**src/rtl/smul_acc_round.sv**
```systemverilog
`default_nettype none
// ============================================================================
// Module   : smul_acc_round
// Brief    : Accumulates groups of NTERMS signed products, then rounds
//            half-up, arithmetic-shifts right by SHIFT and saturates to
//            WIDTH_O bits. One result per group on a valid/ready output.
// Revision : 1.0 - initial release
// ============================================================================
module smul_acc_round #(
  parameter int WIDTH_P = 31,
  parameter int NTERMS  = 8,
  parameter int SHIFT   = 7,
  parameter int WIDTH_O = 16
) (
  input  logic               clk,
  input  logic               rst,
  input  logic               in_valid,
  output logic               in_ready,
  input  logic [WIDTH_P-1:0] in_prod,
  output logic               out_valid,
  input  logic               out_ready,
  output logic [WIDTH_O-1:0] out_data,
  output logic               out_sat
);

  // One guard bit above the worst-case group sum keeps the rounding add exact.
  localparam int WIDTH_ACC = WIDTH_P + $clog2(NTERMS) + 1;
  localparam int CNT_W     = $clog2(NTERMS);

  localparam logic [CNT_W-1:0] c_last = CNT_W'(NTERMS - 1);
  localparam logic [CNT_W-1:0] c_one  = CNT_W'(1);

  // Saturation bounds expressed at accumulator width for a signed compare.
  localparam logic signed [WIDTH_ACC-1:0] c_sat_max =
    {{(WIDTH_ACC - WIDTH_O + 1){1'b0}}, {(WIDTH_O - 1){1'b1}}};
  localparam logic signed [WIDTH_ACC-1:0] c_sat_min =
    {{(WIDTH_ACC - WIDTH_O + 1){1'b1}}, {(WIDTH_O - 1){1'b0}}};

  logic [CNT_W-1:0]            cnt_q, cnt_d;
  logic signed [WIDTH_ACC-1:0] acc_q, acc_d;
  logic                        out_valid_q, out_valid_d;
  logic [WIDTH_O-1:0]          out_data_q, out_data_d;
  logic                        out_sat_q, out_sat_d;

  logic                        w_last;
  logic                        w_in_fire;
  logic                        w_out_fire;
  logic signed [WIDTH_ACC-1:0] w_prod_ext;
  logic signed [WIDTH_ACC-1:0] w_sum;
  logic signed [WIDTH_ACC-1:0] w_r;

  assign w_last     = (cnt_q == c_last);
  // Only the final term must wait for the output slot to free up.
  assign in_ready   = !(w_last && out_valid_q && !out_ready);
  assign w_in_fire  = in_valid && in_ready;
  assign w_out_fire = out_valid_q && out_ready;

  assign w_prod_ext = {{(WIDTH_ACC - WIDTH_P){in_prod[WIDTH_P-1]}}, in_prod};
  assign w_sum      = acc_q + w_prod_ext;

  generate
    if (SHIFT > 0) begin : g_round
      localparam logic signed [WIDTH_ACC-1:0] c_half = WIDTH_ACC'(1) << (SHIFT - 1);
      logic signed [WIDTH_ACC-1:0] w_rnd;
      assign w_rnd = w_sum + c_half;
      assign w_r   = w_rnd >>> SHIFT;
    end else begin : g_noround
      assign w_r = w_sum;
    end
  endgenerate

  // Next-state: term counting, accumulation, result capture and handshake.
  always_comb begin
    cnt_d       = cnt_q;
    acc_d       = acc_q;
    out_valid_d = out_valid_q;
    out_data_d  = out_data_q;
    out_sat_d   = out_sat_q;

    if (w_out_fire) begin
      out_valid_d = 1'b0;
    end

    if (w_in_fire) begin
      if (w_last) begin
        cnt_d       = '0;
        out_valid_d = 1'b1;
        if (w_r > c_sat_max) begin
          out_data_d = {1'b0, {(WIDTH_O - 1){1'b1}}};
          out_sat_d  = 1'b1;
        end else if (w_r < c_sat_min) begin
          out_data_d = {1'b1, {(WIDTH_O - 1){1'b0}}};
          out_sat_d  = 1'b1;
        end else begin
          out_data_d = w_r[WIDTH_O-1:0];
          out_sat_d  = 1'b0;
        end
      end else begin
        cnt_d = cnt_q + c_one;
        acc_d = (cnt_q == '0) ? w_prod_ext : w_sum;
      end
    end
  end

  // State registers with asynchronous clear; a reset mid-group drops the partial sum.
  always_ff @(posedge clk or posedge rst) begin
    if (rst) begin
      cnt_q       <= '0;
      acc_q       <= '0;
      out_valid_q <= 1'b0;
      out_data_q  <= '0;
      out_sat_q   <= 1'b0;
    end else begin
      cnt_q       <= cnt_d;
      acc_q       <= acc_d;
      out_valid_q <= out_valid_d;
      out_data_q  <= out_data_d;
      out_sat_q   <= out_sat_d;
    end
  end

  assign out_valid = out_valid_q;
  assign out_data  = out_data_q;
  assign out_sat   = out_sat_q;

endmodule
`default_nettype wire

```
**config.mk**
```make
export PLATFORM = sky130hd
export DESIGN_NAME = smul_acc_round
export DESIGN_NICKNAME = d
export VERILOG_FILES = /design/src/rtl/smul_acc_round.sv
export SDC_FILE = /design/constraint.sdc
export NUM_CORES = 1
export LEC_CHECK = 0
export ABC_AREA = 0
export BUFFER_PORTS_ARGS = -buffer_cell sky130_fd_sc_hd__buf_2
export CELL_PAD_IN_SITES_DETAIL_PLACEMENT = 0
export CELL_PAD_IN_SITES_GLOBAL_PLACEMENT = 1
export CORE_AREA = 4 4 110 164
export DETAILED_ROUTE_END_ITERATION = 6
export DIE_AREA = 0 0 114 168
export PLACE_DENSITY_LB_ADDON = 0.1
export SKIP_CTS_REPAIR_TIMING = 1
export SLEW_MARGIN = 10
export SYNTH_ARGS = -nofsm -noshare
export SYNTH_HDL_FRONTEND = slang
export SYNTH_SLANG_ARGS = --single-unit
```
**constraint.sdc**
```tcl
create_clock -name clk -period 5.25 [get_ports clk]
set_input_delay 0.7875 -clock clk [delete_from_list [all_inputs] [get_ports clk]]
set_output_delay 0.7875 -clock clk [all_outputs]
set_load 0.02 [all_outputs]
```
Word-level counts from Yosys, hierarchy flattened
Cells that the tools add are included.
{ "op_classes": {"add_sub_neg": 3, "magnitude_cmp": 2, "eq_ne": 1, "mux": 9, "n_bitwise": 1, "n_reduce_logical": 9} }
{ "ops": {"columns": ["op", "count"], "rows": [
  ["$add A35 B31 Y35", 1],
  ["$add A35 B8 Y35 const B", 1],
  ["$mux W35", 1],
  ["$mux W16", 2],
  ["$gt A28 B16 Y1 const B", 1],
  ["$lt A28 B16 Y1 const B", 1],
  ["$mux W1", 5],
  ["$logic_and A1 B1 Y1", 4],
  ["$reduce_and A2 Y1", 2],
  ["$add A3 B1 Y3 const B", 1],
  ["$eq A3 B3 Y1 const B", 1],
  ["$logic_not A3 Y1", 1],
  ["$mux W3", 1],
  ["$logic_not A1 Y1", 2],
  ["$not A1 Y1", 1]
]} }
{ "word_totals": {"ff_bits": 56, "in_bits": 35, "out_inout_bits": 19, "wordCells": 30} }

Depth between registers and ports, before layout
Gate-level depths: netlist of the first run.
{ "depth": {"depth_word": 6, "mapped_depth": 16, "mapped_depth_nobuf": 14} }

Worst setup path before layout of the first run
No wires, ideal clock.
{ "synth_path": {"path_type": "input port to flip-flop", "from": "input in_prod[0]", "to": "register out_data_q[0], in the netlist out_data[0]", "setup_ns": 0.144, "arrival_ns": 4.498, "required_time_ns": 5.106, "setup_slack_ns": 0.608, "path_stages": 15, "n_path_buf": 1, "cell_sequence": "ha_1 > fa_1 > a211oi_1 > nor3_1 > or3_1 > xor2_2 > nand3_1 > nor4b_2 > nand4_2 > nor2_1 > nand4_1 > a2111oi_0 > o2111a_2 > buf_6 > o32ai_1"} }
{ "synth_between": {"elab_chain_len": 5, "elab_cells_between_ends": 6, "classes_between": "add/sub: 2; order compare: 2; mux: 2"} }
{ "synth_lines": {"columns": ["element", "line", "text"], "rows": [
  ["from (decl)", "19", "input logic [WIDTH_P-1:0] in_prod,"],
  ["$add A35 B31 Y35 *", "59", "assign w_sum = acc_q + w_prod_ext;"],
  ["$add A35 B8 Y35 *", "65", "assign w_rnd = w_sum + c_half;"],
  ["$lt A28 B16 Y1", "91", "end else if (w_r < c_sat_min) begin"],
  ["$mux W16", "91", null],
  ["$mux W16 *", "88", "if (w_r > c_sat_max) begin"],
  ["to (signal assigned)", "117", "out_data_q <= out_data_d;"],
  ["to (decl)", "42", "logic [WIDTH_O-1:0] out_data_q, out_data_d;"]
]} }
Mark *: on every way between the ends. The rest lies on a longest branch, timed or not.
A chain may end at the register's enable or synchronous reset.

Worst setup path in the final report of the first run
{ "layout_path": {"from": "input in_prod[0]", "to": "register out_data_q[4], in the netlist out_data[4]"} }
Same word-level chain as after synthesis.

==> results of run 1 <==
per-stage QoR:
stage               setup TNS [ns]   util  setup slack, ns
finish                           0  0.395            0.415
global route                     0  0.395            0.114
floorplan                        0      -            0.608
detailed placement           -3.73  0.384           -0.274
global placement             -2.43  0.384           -0.170
CTS                              0  0.393           0.0432
cell type report:
cell class	instances	area (um^2)
repair buffers	106	676
clock buffers	5	125
well taps	210	263
multi-input cells	598	4060
flip-flops and latches	56	1400
clock inverters	3	25.0
inverters	11	41.3
fillers	1770	10100
kinds of logic after synthesis:
family / after synthesis
simple gates: 253
compound gates: 237
flops: 56
buf+inv: 52
xor+xnor: 43
fa+ha+maj: 39
mux: 26
worst reg2reg max path, delay by kind of cell (launching register included):
kind                     cells  cell delay [ns]
XOR/XNOR                     1             0.16
buffers and inverters        3             0.53
AND/OR/NAND/NOR              5             1.25
adder cells (fa/ha/maj)      2             0.63
flip-flops                   1             0.40
AO/OA/AOI/OAI                6             1.52
layer usage:
| layer | vias up | wire (um) | track usage |
|---|---|---|---|
| met1 | 2642 | 7310 | 0.215 |
| met3 | 31 | 484 | 0.0237 |
| met2 | 100 | 10300 | 0.382 |
| li1 | 2764 | - | - |
| met5 | - | 0 | 0 |
| met4 | 0 | 591 | 0.0755 |
power by group through the flow:
stage                     sequential, W  combinational [W]  clock, W
after detailed placement       0.000752            0.00384         0
final                          0.000742            0.00383  0.000373
after global placement         0.000744            0.00381         0
after CTS                      0.000745            0.00386  0.000391
after floorplan                0.000776            0.00259         0
after global routing           0.000773            0.00423  0.000402
Yosys cell counts (all sizes together), types with 5 or more instances:
| cell | n |
|---|---|
| a211oi | 6 |
| a21o | 17 |
| a21oi | 56 |
| a31oi | 6 |
| and2 | 11 |
| and3 | 8 |
| and4 | 6 |
| buf | 21 |
| clkbuf | 18 |
| dfrtp | 56 |
| ha | 38 |
| inv | 11 |
| mux2i | 25 |
| nand2 | 78 |
| nand3 | 21 |
| nand4 | 19 |
| nor2 | 58 |
| nor2b | 6 |
| nor3 | 17 |
| nor4 | 8 |
| o211ai | 9 |
| o21ai | 79 |
| o22ai | 6 |
| o32ai | 16 |
| or2 | 5 |
| or3 | 5 |
| xnor2 | 23 |
| xor2 | 20 |
flip-flops by register name, summed over array words and instances (netlist names):
signal     flops
cnt_q          3
out_sat        1
acc_q         35
out_data      16
out_valid      1
final timing paths:
path / endpoint / slack [ns] / from / cells past startpoint
setup / recovery: out_data[4] / 0.41 / in_prod[0] / 18
hold / removal: out_data[15] / 0.49 / out_data[15] / 1
setup reg to reg: out_data[4] / 0.60 / acc_q[0] / 17
hold reg to reg: out_data[15] / 0.49 / out_data[15] / 1
max in group asynchronous: acc_q[21] / 4.04 / rst / 3
min in group asynchronous: cnt_q[1] / 0.69 / rst / 3
==> results.md, run 1 <==
- Adder-cell share of the synthesized area: 0.0862
- Number of synthesized flops with an enable pin: 0
- Max clock buf depth: 2
- Worst Path Max Fanout: 16
- Crit path max-delay cell type: nor4_1
- Routed WL: approximately 19000 um
- I/O Buffers: 53
- Crit-path max cell delay: roughly 0.44 ns
- Final Max Tran Viols: 0
- CTS H-Tree Depth: 2
- Endpoints failing setup: 0
- Area leader, netlist: dfrtp_1
- Seq/Total Area, Yosys: 0.244
- Pwr Density: ~750 mW/mm^2
- Register share of total power: 0.150
- Switching pwr: approximately 0.0026 W
- Final std cells w/o fill: ~990
- Hold slack final: roughly 0.49 ns
- Tmin final: between 4 and 5 ns
- Worst-Skew Late Latency: around 0.32 ns
- Die Ht: between 150 and 200 um
- Final ANT Viol Nets: 0
- Gr ovfl total: 0
- Worst Skew: 0.0115 ns
- Vias in the first global route: 5702
- Crit-path cells: buf_2 -> ha_1 -> fa_1 -> a211oi_1 -> buf_4 -> o21a_1 -> o22ai_1 -> nor3_1 -> xor2_1 -> nor4_1 -> buf_4 -> nand4_2 -> nor2_1 -> nand4_1 -> a2111oi_0 -> o2111a_2 -> buf_12 -> o32ai_1
- Register bit total from synthesis: 56
- Final Cell Area: about 0.0066 mm^2
- Initial Util: 0.344
- GRT Util Overall: 0.198
- Clock Power Share: 0.075
- Largest family of logic cells by synthesized area: compound AO/OA/AOI/OAI gates
- Clk sinks: between 50 and 60
- First-pass GRT wire length: between 30000 and 40000 um
- Die area: around 0.019 mm^2
- Worst path top cell family by delay: compound AO/OA/AOI/OAI gates
- Area delta synth->final: 14.6%
- Top cell type's share of synthesized area: 0.244
- Ratio of cells with drive above 1 in the final layout: 0.208
- Most common cell on crit path: buf_4
- RSZ-0062 raised after global routing: false
- Largest net degree at the start of global routing: slightly above 70
- Via Count: roughly 5500
- Worst slew pin tran: between 0.9 and 1 ns
- Cell row count: 58
- Core ar.: between 0.015 and 0.02 mm^2
- DRC errors left: 0
- Switch share: 0.521
- Commonest cells after routing, fill and taps aside: nand2_1, o21ai_0, nor2_1
- Die width: roughly 110 um
- Iter 0 DRT Violations: 241
- Crit start category: primary input
- Top cells by area, synth: dfrtp_1, ha_1, o21ai_0, nand2_1, a21oi_1
- CTS clk-pin slew, worst paths: approximately 0.08 ns
- Ys Warns: 0
- Simple logic cell fraction of the synthesized area: 0.226
- DR pass1 iterations: 5
- Compound-gate portion of the synthesized area: 0.279
- Placed Instances: around 1000
- Tot Pwr: roughly 0.0049 W
- Commonest non-fill, non-tap cell in the layout: nand2_1
- Req. time, crit path: ~5.4 ns
- Final Hold Vio Count: 0
- Fmax achieved: ~210 MHz
- Slew Limit Headroom: 0.363
- Worst IR Drop VDD: between 0.3 and 0.4 mV
- WP data arrival: ~5 ns
- Gpl congestion: around 0.87
- Max Cap Viol: 0
- Multiplexer area fraction after synthesis: 0.0455
- CTS tree: done
- Status: finished, final reports clean
- Xor and xnor fraction of the mapped netlist area: 0.0681
- Ports: 54
- Worst Hold Class: reg2reg
- Setup CP Type: in2reg
- Hpwl dp: between 10000 and 15000 um
- Distinct cells, synth: 81
- Crit path buf inv count: 4
- Syn avg cell area: approximately 8.1 um^2
- Post-synth ARST share: 1.00
- Mapped Area: ~0.0057 mm^2
- Top FF cell, synth: dfrtp_1
- Cell Area, Placed: 0.00642 mm^2
- Mapped Cells: 706
- Root Buffer: clkbuf_16
- Static leakage: ~2.8 nW
- Initial antenna violation count: 0
- Nets@finish: approximately 850
- CP Capture Type: flop
- Crit share post-route: 0.921
- Cell Int Power: ~0.0024 W
- Combinational share of power: 0.775
- Routed wire length per instance: ~19 um
- TritonCTS Buffers: 5
- Vias per Instance: roughly 5.6
- ANT cells: 0
- Syn_nets: between 700 and 800
Power figures use the tool's default switching activity.
==> run 2: changes to the inputs <==
--- a/config.mk
+++ b/config.mk
@@ -5,13 +5,13 @@
 export SDC_FILE = /design/constraint.sdc
 export NUM_CORES = 1
 export LEC_CHECK = 0
-export ABC_AREA = 0
+export ABC_AREA = 1
 export BUFFER_PORTS_ARGS = -buffer_cell sky130_fd_sc_hd__buf_2
 export CELL_PAD_IN_SITES_DETAIL_PLACEMENT = 0
 export CELL_PAD_IN_SITES_GLOBAL_PLACEMENT = 1
-export CORE_AREA = 4 4 110 164
+export CORE_AREA = 4 4 119 177
 export DETAILED_ROUTE_END_ITERATION = 6
-export DIE_AREA = 0 0 114 168
+export DIE_AREA = 0 0 123 181
 export PLACE_DENSITY_LB_ADDON = 0.1
 export SKIP_CTS_REPAIR_TIMING = 1
 export SLEW_MARGIN = 10
==> results.md, run 2 <==
- Endpoints failing setup: 0 (unchanged)
- Clk sinks: 56 (unchanged)
- Die width: 123 um (+7.9%)
- Initial antenna violation count: 0 (unchanged)
- R2R Path End: out_data[11]
- I/O Buffers: 53 (unchanged)
- DRC errors left: 0 (unchanged)
- Worst r2r src: acc_q[0]
- Vias in the first global route: 7021 (+23%)
- Syn_nets: 1250 (+60%)
- Fmax achieved: 249 MHz (+21%)
- Commonest cells after routing, fill and taps aside: nand2_1, inv_1, nor2_1
- Register bit total from synthesis: 56 (unchanged)
- Via Count: 7074 (+28%)
- Crit start category: primary input
- Crit path max-delay cell type: fa_1
- Hpwl dp: 20200 um (+37%)
- Worst-Skew Late Latency: 0.32 ns (about the same)
- Most common cell on crit path: nand2_1
- Final core occ: 0.378 (-0.0173)
- WP data arrival: 4.27 ns (-0.73 ns)
- Worst path top cell family by delay: simple AND/OR/NAND/NOR gates
- Worst slew pin tran: 1.07 ns (+0.115 ns)
- CP Capture Type: flop
- Final Hold Vio Count: 0 (unchanged)
- Max Cap Viol: 0 (unchanged)
- Ratio of cells with drive above 1 in the final layout: 0.134 (-0.0740)
- GRT Util Overall: 0.224 (+0.0257)
- ANT cells: 0 (unchanged)
- Commonest non-fill, non-tap cell in the layout: nand2_1
- CTS H-Tree Depth: 2 (unchanged)
- Syn avg cell area: 5.71 um^2 (-30%)
- Die area: 0.0223 mm^2 (+16%)
- Worst IR Drop VDD: 0.240 mV (-24%)
- Crit path capture: out_data[11]
- Hold slack final: 0.478 ns (-0.0152 ns)
- Routed wire length per instance: 16.5 um (-13%)
- Status: finished, final reports clean
- Ys Warns: 0 (unchanged)
- Post-synth ARST share: 1.00 (unchanged)
- Root Buffer: clkbuf_16
- Top cells by area, synth: nand2_1, dfrtp_1, inv_1, ha_1, nor2_1
- Post-Route Setup TNS: 0 ns (unchanged)
- Distinct cells, synth: 38 (-53%)
- Mapped Area: 0.00672 mm^2 (+17%)
- Area delta synth->final: 10.3%
- Worst Hold Class: reg2reg
- RSZ-0062 raised after global routing: false
- TritonCTS Buffers: 5 (unchanged)
- Core ar.: 0.0196 mm^2 (+18%)
- Tmin final: 4.01 ns (-0.826 ns)
- Req. time, crit path: 5.51 ns (+0.09 ns)
- Number of cells on the critical path: 25 (+7)
- First-pass GRT wire length: 38500 um (+27%)
- Largest net degree at the start of global routing: 57 (-21%)
- Largest register FFs: 35 (unchanged)
- Pwr Density: 722 mW/mm^2 (-3.9%)
- Slew Limit Headroom: 0.282 (-0.0808)
- Top cells by count, synth: nand2_1, inv_1, nor2_1
- Final ANT Viol Nets: 0 (unchanged)
- Area leader, netlist: nand2_1
- Worst Setup SP: in_prod[0]
- Top FF cell, synth: dfrtp_1
- Vias per Instance: 4.77 (-15%)
- Cell row count: 63 (+8.6%)
- Worst Path Max Fanout: 16 (unchanged)
- Number of synthesized flops with an enable pin: 0 (unchanged)
- Routed WL: 24400 um (+31%)
- Static leakage: 4.20 nW (+47%)
- Crit-path max cell delay: 0.49 ns (+0.05 ns)
- Largest Register: acc_q
- Crit share post-route: 0.764 (-0.157)
- CTS tree: done
- DR pass1 iterations: 5 (unchanged)
- Nets@finish: 1297 (+52%)
- Iter 0 DRT Violations: 447 (+85%)
- Filler cell count: 2310 (+31%)
- Worst reg-to-reg path cell count: 24 (+7)
- Top-count cell post-synth: nand2_1
- R2r setup slk: 1.44 ns (+0.84 ns)
- Seq/Total Area, Yosys: 0.209 (-0.0351)
- Gr ovfl total: 0 (unchanged)
- Worst Skew: 0.0171 ns (+0.00556 ns)
- Setup CP Type: in2reg
- Die Ht: 181 um (+7.7%)
- CTS clk-pin slew, worst paths: 0.08 ns (about the same)
- Ports: 54 (unchanged)
- Final Max Tran Viols: 0 (unchanged)
- Top cell type's share of synthesized area: 0.276 (+0.0318)
- Initial Util: 0.342 (-0.00232)
- Gpl congestion: 0.923 (+5.9%)
- Crit path buf inv count: 1 (-3)
- Mapped Cells: 1176 (+67%)
- Max clock buf depth: 2 (unchanged)
## run 2: cell types whose count changed after synthesis, sizes merged, moves of 31 or more
cell and change:
a21oi -31, inv +168, nand2 +450, nand3 +58
nor2 +71
## run 2: power by group
| part | switching (W) | internal (W) | leakage [nW] |
|---|---|---|---|
| logic | 0.00297 | 0.00124 | 3.44 |
| registers | 0.000116 | 0.000639 | 0.682 |
| clock network | 0.000199 | 0.000183 | 0.0748 |
## run 2: logic make-up after synthesis
logic type,synth area share
and+or+nand+nor,0.503
buffers and inverters,0.116
AOI/OAI and AO/OA,0.0673
DFF,0.209
adders and majority gates,0.0738
xor gates and xnor gates,0.0309
## run 2: area by class of cell
| cell class | instances | area, um^2 | share of cell area |
|---|---|---|---|
| clock buffer | 5 | 125 | 0.0169 |
| clock inverter | 3 | 26.3 | 0.00355 |
| inverter | 183 | 687 | 0.0927 |
| multi-input combinational | 919 | 4540 | 0.613 |
| sequential | 56 | 1400 | 0.189 |
| tap | 260 | 325 | 0.0439 |
| timing repair buffer | 58 | 303 | 0.0409 |
## run 2: metrics by stage
| stage | area (um^2) | std cells | power [W] | setup WS, ns |
|---|---|---|---|---|
| finish | 7410 | 1484 | 0.00535 | 1.24 |
| global route | 7410 | 1484 | 0.00592 | 0.863 |
| CTS | 7410 | 1484 | 0.00539 | 1.18 |
| detailed placement | 7260 | 1476 | 0.00499 | 0.849 |
| global placement | 7260 | 1476 | 0.00501 | 0.819 |
| floorplan | 6720 | 1176 | 0.00382 | 1.62 |
## run 2: worst min path at each step
stage / end / from / depth (start not counted) / slack, ns
final: out_data[14] / out_data[14] / 2 / 0.48
after global routing: out_data[8] / out_data[8] / 2 / 0.49
after CTS: out_sat / out_sat / 2 / 0.48
after detailed placement: out_sat / out_sat / 2 / 0.46
after global placement: out_data[12] / out_data[12] / 2 / 0.46
after floorplan: acc_q[3] / acc_q[3] / 2 / 0.45
## run 2: tightest hold or removal path, stage by stage, from the launching register on
cell and delay (ns):
dfrtp_1 0.34, nand2_1 0.05, nand2_1 0.05
## run 2: routing by layer
layer | GRT usage | vias to the layer above | share of wire
li1 | - | 3710 | -
met1 | 0.252 | 3231 | 0.40
met2 | 0.441 | 112 | 0.56
met3 | 0.0175 | 21 | 0.024
met4 | 0.0528 | 0 | 0.019
met5 | 0 | - | 0
